==> config.mk <==
export PLATFORM = sky130hd
export DESIGN_NAME = button_event_ctrl
export DESIGN_NICKNAME = d
export VERILOG_FILES = /design/src/rtl/button_event_pkg.sv /design/src/rtl/button_debounce_bit.sv /design/src/rtl/button_event_ctrl.sv
export SDC_FILE = /design/constraint.sdc
export NUM_CORES = 1
export LEC_CHECK = 0
export BUFFER_PORTS_ARGS = -buffer_cell sky130_fd_sc_hd__buf_4
export CORE_MARGIN = 2
export CORE_UTILIZATION = 45
export CTS_CLUSTER_SIZE = 8
export DETAILED_ROUTE_END_ITERATION = 16
export PLACE_DENSITY = 0.62
export SETUP_SLACK_MARGIN = 0.5
export SLEW_MARGIN = 20
export SYNTH_ARGS = -nofsm -noshare
export SYNTH_HDL_FRONTEND = slang
export SYNTH_HIERARCHICAL = 1
export SYNTH_SLANG_ARGS = --single-unit
==> constraint.sdc <==
create_clock -name clk -period 3.7 [get_ports clk]
set_input_delay 0 -clock clk [delete_from_list [all_inputs] [get_ports clk]]
set_output_delay 0 -clock clk [all_outputs]
set_load 0.005 [all_outputs]
==> src/rtl/button_event_pkg.sv <==
// Shared definitions for the button event controller: register map,
// edge-capture mode encodings and default counter width.
package button_event_pkg;

    // Default width of the per-bit debounce counter and DEBOUNCE_TICKS.
    localparam int unsigned CNT_W_DEFAULT = 16;

    // Word offsets of the Avalon-MM register map.
    typedef enum logic [1:0] {
        ADDR_DATA  = 2'd0,
        ADDR_MASK  = 2'd1,
        ADDR_EDGE  = 2'd2,
        ADDR_TICKS = 2'd3
    } reg_addr_e;

    // EDGE_MODE encodings.
    localparam int unsigned EDGE_RISE = 0;
    localparam int unsigned EDGE_FALL = 1;
    localparam int unsigned EDGE_BOTH = 2;

    // Select which debounced transitions count as a captured event.
    function automatic logic edge_hit(input logic rise, input logic fall,
                                      input int unsigned mode);
        case (mode)
            EDGE_RISE: return rise;
            EDGE_FALL: return fall;
            default:   return rise | fall;
        endcase
    endfunction

endpackage

==> src/rtl/button_debounce_bit.sv <==
// One button channel: two-flop synchronizer, restartable debounce counter
// and the debounced state flop, with single-cycle rise/fall pulses that are
// asserted in the cycle whose clock edge updates the debounced state.
module button_debounce_bit
    import button_event_pkg::*;
#(
    parameter int unsigned CNT_W      = CNT_W_DEFAULT,
    parameter logic        INIT_LEVEL = 1'b1
) (
    input  logic             clk,
    input  logic             reset_n,
    input  logic             raw_i,
    input  logic [CNT_W-1:0] ticks_i,
    output logic             stable_o,
    output logic             rise_o,
    output logic             fall_o
);

    localparam logic [CNT_W:0] ONE = {{CNT_W{1'b0}}, 1'b1};

    logic             s1_q;
    logic             s2_q;
    logic             stable_q;
    logic             stable_d;
    logic [CNT_W-1:0] cnt_q;
    logic [CNT_W-1:0] cnt_d;
    logic [CNT_W:0]   thr;
    logic [CNT_W:0]   cnt_inc;
    logic             fire;

    // Synchronize the asynchronous pin into the clock domain.
    always_ff @(posedge clk or negedge reset_n) begin
        if (!reset_n) begin
            s1_q <= INIT_LEVEL;
            s2_q <= INIT_LEVEL;
        end else begin
            s1_q <= raw_i;
            s2_q <= s1_q;
        end
    end

    // Debounce: count consecutive mismatches and accept s2 once the threshold is met.
    always_comb begin
        stable_d = stable_q;
        cnt_d    = cnt_q;
        // A threshold of zero behaves as one; compare one bit wider so the
        // increment cannot wrap against a full-scale threshold.
        thr      = (ticks_i == '0) ? ONE : {1'b0, ticks_i};
        cnt_inc  = {1'b0, cnt_q} + ONE;
        fire     = 1'b0;
        if (s2_q == stable_q) begin
            cnt_d = '0;
        end else if (cnt_inc >= thr) begin
            fire     = 1'b1;
            stable_d = s2_q;
            cnt_d    = '0;
        end else if (cnt_q != '1) begin
            cnt_d = cnt_inc[CNT_W-1:0];
        end
        rise_o = fire & s2_q;
        fall_o = fire & ~s2_q;
    end

    // Debounce state registers.
    always_ff @(posedge clk or negedge reset_n) begin
        if (!reset_n) begin
            stable_q <= INIT_LEVEL;
            cnt_q    <= '0;
        end else begin
            stable_q <= stable_d;
            cnt_q    <= cnt_d;
        end
    end

    assign stable_o = stable_q;

endmodule

==> src/rtl/button_event_ctrl.sv <==
// Avalon-MM button controller: per-bit debounce, sticky edge capture with
// write-1-to-clear, interrupt mask and a registered level interrupt.
module button_event_ctrl
    import button_event_pkg::*;
#(
    parameter int unsigned          N_BUTTONS     = 9,
    parameter int unsigned          CNT_W         = CNT_W_DEFAULT,
    parameter int unsigned          TICKS_DEFAULT = 50000,
    parameter logic [N_BUTTONS-1:0] INIT_LEVEL    = '1,
    parameter int unsigned          EDGE_MODE     = EDGE_FALL
) (
    input  logic                 clk,
    input  logic                 reset_n,
    input  logic [1:0]           address,
    input  logic                 chipselect,
    input  logic                 write_n,
    input  logic [31:0]          writedata,
    output logic [31:0]          readdata,
    input  logic [N_BUTTONS-1:0] in_port,
    output logic                 irq
);

    localparam logic [CNT_W-1:0] TICKS_RST = TICKS_DEFAULT[CNT_W-1:0];

    logic [N_BUTTONS-1:0] stable_w;
    logic [N_BUTTONS-1:0] rise_w;
    logic [N_BUTTONS-1:0] fall_w;
    logic [N_BUTTONS-1:0] hit_w;

    logic [N_BUTTONS-1:0] mask_q;
    logic [N_BUTTONS-1:0] mask_d;
    logic [N_BUTTONS-1:0] edge_q;
    logic [N_BUTTONS-1:0] edge_d;
    logic [N_BUTTONS-1:0] clr;
    logic [CNT_W-1:0]     ticks_q;
    logic [CNT_W-1:0]     ticks_d;
    logic [31:0]          readdata_q;
    logic [31:0]          readdata_d;
    logic                 irq_q;
    logic                 irq_d;
    logic                 wr_en;
    reg_addr_e            addr_e;
    logic                 unused_wdata;

    assign unused_wdata = ^writedata;

    for (genvar i = 0; i < N_BUTTONS; i++) begin : g_bit
        button_debounce_bit #(
            .CNT_W      (CNT_W),
            .INIT_LEVEL (INIT_LEVEL[i])
        ) u_db (
            .clk      (clk),
            .reset_n  (reset_n),
            .raw_i    (in_port[i]),
            .ticks_i  (ticks_q),
            .stable_o (stable_w[i]),
            .rise_o   (rise_w[i]),
            .fall_o   (fall_w[i])
        );
        assign hit_w[i] = edge_hit(rise_w[i], fall_w[i], EDGE_MODE);
    end

    // Register writes, capture/clear and interrupt next-state.
    always_comb begin
        wr_en   = chipselect & ~write_n;
        addr_e  = reg_addr_e'(address);
        mask_d  = mask_q;
        ticks_d = ticks_q;
        clr     = '0;
        if (wr_en) begin
            case (addr_e)
                ADDR_MASK:  mask_d  = writedata[N_BUTTONS-1:0];
                ADDR_EDGE:  clr     = writedata[N_BUTTONS-1:0];
                ADDR_TICKS: ticks_d = writedata[CNT_W-1:0];
                default:    ;
            endcase
        end
        // A new edge in the same cycle as its clear keeps the bit set.
        edge_d = (edge_q & ~clr) | hit_w;
        irq_d  = |(edge_q & mask_q);
    end

    // Read mux, sampled every cycle regardless of chipselect.
    always_comb begin
        readdata_d = '0;
        case (addr_e)
            ADDR_DATA:  readdata_d[N_BUTTONS-1:0] = stable_w;
            ADDR_MASK:  readdata_d[N_BUTTONS-1:0] = mask_q;
            ADDR_EDGE:  readdata_d[N_BUTTONS-1:0] = edge_q;
            ADDR_TICKS: readdata_d[CNT_W-1:0]     = ticks_q;
            default:    ;
        endcase
    end

    // Register file, read data and interrupt flops.
    always_ff @(posedge clk or negedge reset_n) begin
        if (!reset_n) begin
            mask_q     <= '0;
            edge_q     <= '0;
            ticks_q    <= TICKS_RST;
            readdata_q <= '0;
            irq_q      <= 1'b0;
        end else begin
            mask_q     <= mask_d;
            edge_q     <= edge_d;
            ticks_q    <= ticks_d;
            readdata_q <= readdata_d;
            irq_q      <= irq_d;
        end
    end

    assign readdata = readdata_q;
    assign irq      = irq_q;

endmodule

==> results.md <==
* H-Tree Depth: 1
* clock buffer depth: 3
* count of max-cap constraint violations: 0
* count of vias placed by the detailed router: 11.1k
* global-route wire length before repair: 58.3 mm
* post-synthesis area per instance: 10.3 um2
* post-synthesis cell count: 1,483
* Buffers on Ports: 47
* TritonRoute pass-1 iters: 5
* maximum number of pins on one net before global-route repair: 130
* type of element launching the critical path: flop
* DRC violations left: 0
* highest net fanout along the worst path: 6
* die height: 188 um
* clock latency on the worst-skew pair: 560 ps
* count of yosys warnings during synthesis: 6
* worst slew margin relative to its limit: 22.3%
* via count of the first global-routing pass: 11.2k
* most common library cell in the layout ignoring fill and taps: dfrtp_1
* Hold Path Stages: 2
* Placer Congestion: 0.795
* final total negative setup slack: 0 ps
* DP Wirelength: 23.4 mm
* placeable core region: 33,400 um2
* starting density of the core: 45.6%
* final critical delay including setup and external delays: 3050 ps
* clock-pin slew reported for the worst setup and hold paths after clock tree synthesis: 60 ps
* status: finished clean
* area grow syn2layout: 14.7%
* Detailed Route WL: 35.9 mm
* post-layout utilization of the core: 52.2%
* setup-violating endpoint count in the final report: 0
* Final #Nets: 1,796
* violation count after the first detailed-route iteration: 573
* leak pwr: 8.87 nW
* Clock Root Buffer: clkbuf_16
* total track usage: 20.5%
* routed len/inst: 17.3 um
* Worst EP required: 4180 ps
* Fin. Hold Viols: 0
* top library cells by usage in the layout, fill and taps aside: dfrtp_1, inv_1, ha_1, nor2b_1, nor2_1
* end point of the most critical hold path: g_bit[2].u_db/s1_q
* CTS tree: yes
* Setup CP Type: reg -> reg
* Register-to-Register Setup Slack: 650 ps
* total standard cell area after synthesis: 15,200 um2
* data arrival time at the worst-slack endpoint: 3540 ps
* Power Density: 486 nW/um2
* Die Area: 35,400 um2
* path class of the lowest-slack min-delay path: in -> reg
* Worst Setup End Kind: flop
* maximum vdd ir drop: 340 uV
* r2r startpoint: g_bit[5].u_db/cnt_q[0]
* slew at the pin closest to its max-slew limit: 1170 ps
* clock skew after layout: 15.2 ps
* overall die width: 188 um
* top-level I/O count: 80
* final number of max-transition violations: 0
* crit share post-route: 82.5%
* worst hold path startpoint: in_port[2]
* TritonCTS buffer count: 31
* worst reg2reg path depth: 11
* unrepaired setup endpoints after global routing: true
* clock sinks: 222
* max frequency: 328 MHz
* total overflow reported by the global router: 0
* FF-to-FF End: g_bit[5].u_db/stable_o
* antenna violations before repair: 1
* share of final-layout standard cells stronger than drive strength 1: 19.0%
* Overall Power: 8.50 mW
* number of core rows: 67
* post-detailed-route via-to-cell ratio: 5.37
* post-route antenna net violation count: 0
[metrics by stage]
step           worst slack, ps  instance area (um2)  instances  hold slack (ps)
5_1_grt                    455                17500       2069             90.0
3_5_place_dp               530                16000       1970              109
6_report                   648                17500       2069             89.6
2_1_floorplan              887                15300       1498             -296
4_1_cts                    509                17200       2056             67.1
3_3_place_gp               575                16000       1970              108
[state kept, by name, indices dropped and copies added (netlist names)]
| name | count |
|---|---|
| readdata | 16 |
| g_bit.u_db/stable_o | 9 |
| irq | 1 |
| g_bit.u_db/s2_q | 9 |
| mask_q | 9 |
| g_bit.u_db/cnt_q | 144 |
| ticks_q | 16 |
| edge_q | 9 |
| g_bit.u_db/s1_q | 9 |
[worst max path at each step]
stage	slack, ps	to	depth (start not counted)	startpoint
floorplan	890	g_bit[0].u_db/stable_o	11	g_bit[0].u_db/cnt_q[0]
global placement	570	g_bit[3].u_db/stable_o	11	g_bit[3].u_db/cnt_q[0]
detailed placement	530	g_bit[2].u_db/stable_o	11	g_bit[2].u_db/cnt_q[0]
CTS	510	g_bit[7].u_db/stable_o	11	g_bit[7].u_db/cnt_q[0]
global route	450	g_bit[7].u_db/stable_o	11	g_bit[7].u_db/cnt_q[0]
finish	650	g_bit[5].u_db/stable_o	11	g_bit[5].u_db/cnt_q[0]
[what timing repair did]
action / CTS / global route
setup endpoints to repair: 0 / 161
buffers inserted: 0 / 8
endpoints found under the hold margin: 158 / 20
hold buffers: 29 / 1
gates resized for setup: 0 / 23
[worst max-delay path: stages, from the launching register on]
cell,delay (ps)
dfrtp_1,410
ha_1,290
nand4_4,170
nor3_1,310
and3_1,250
xor2_1,100
ha_1,300
nand3_1,140
nor3_2,360
o311ai_4,190
nand3_2,120
mux2_2,340
[per-layer routing]
layer / wire length (um) / share of wire [%] / track usage (%) / vias to the layer above
li1: - / - / - / 5374
met1: 16800 / 47 / 28.1 / 5431
met2: 16500 / 46 / 33.8 / 221
met3: 1640 / 4.6 / 2.51 / 79
met4: 963 / 2.7 / 6.21 / 0
met5: 0 / 0 / 0 / -
[area by class of cell]
type	instances	area, um2
Clock buffer	57	883
Inverter	153	574
Timing Repair Buffer	95	878
Fill cell	3016	16000
Tap cell	448	561
Antenna cell	1	2.50
Sequential cell	222	5600
Multi-Input combinational cell	1093	8980
[where the power goes]
part	total, mW	switching (mW)	internal (mW)
combinational	2.50	1.41	1.09
sequential	3.35	0.575	2.78
clock	2.64	1.07	1.57
Power figures use the tool's default switching activity.
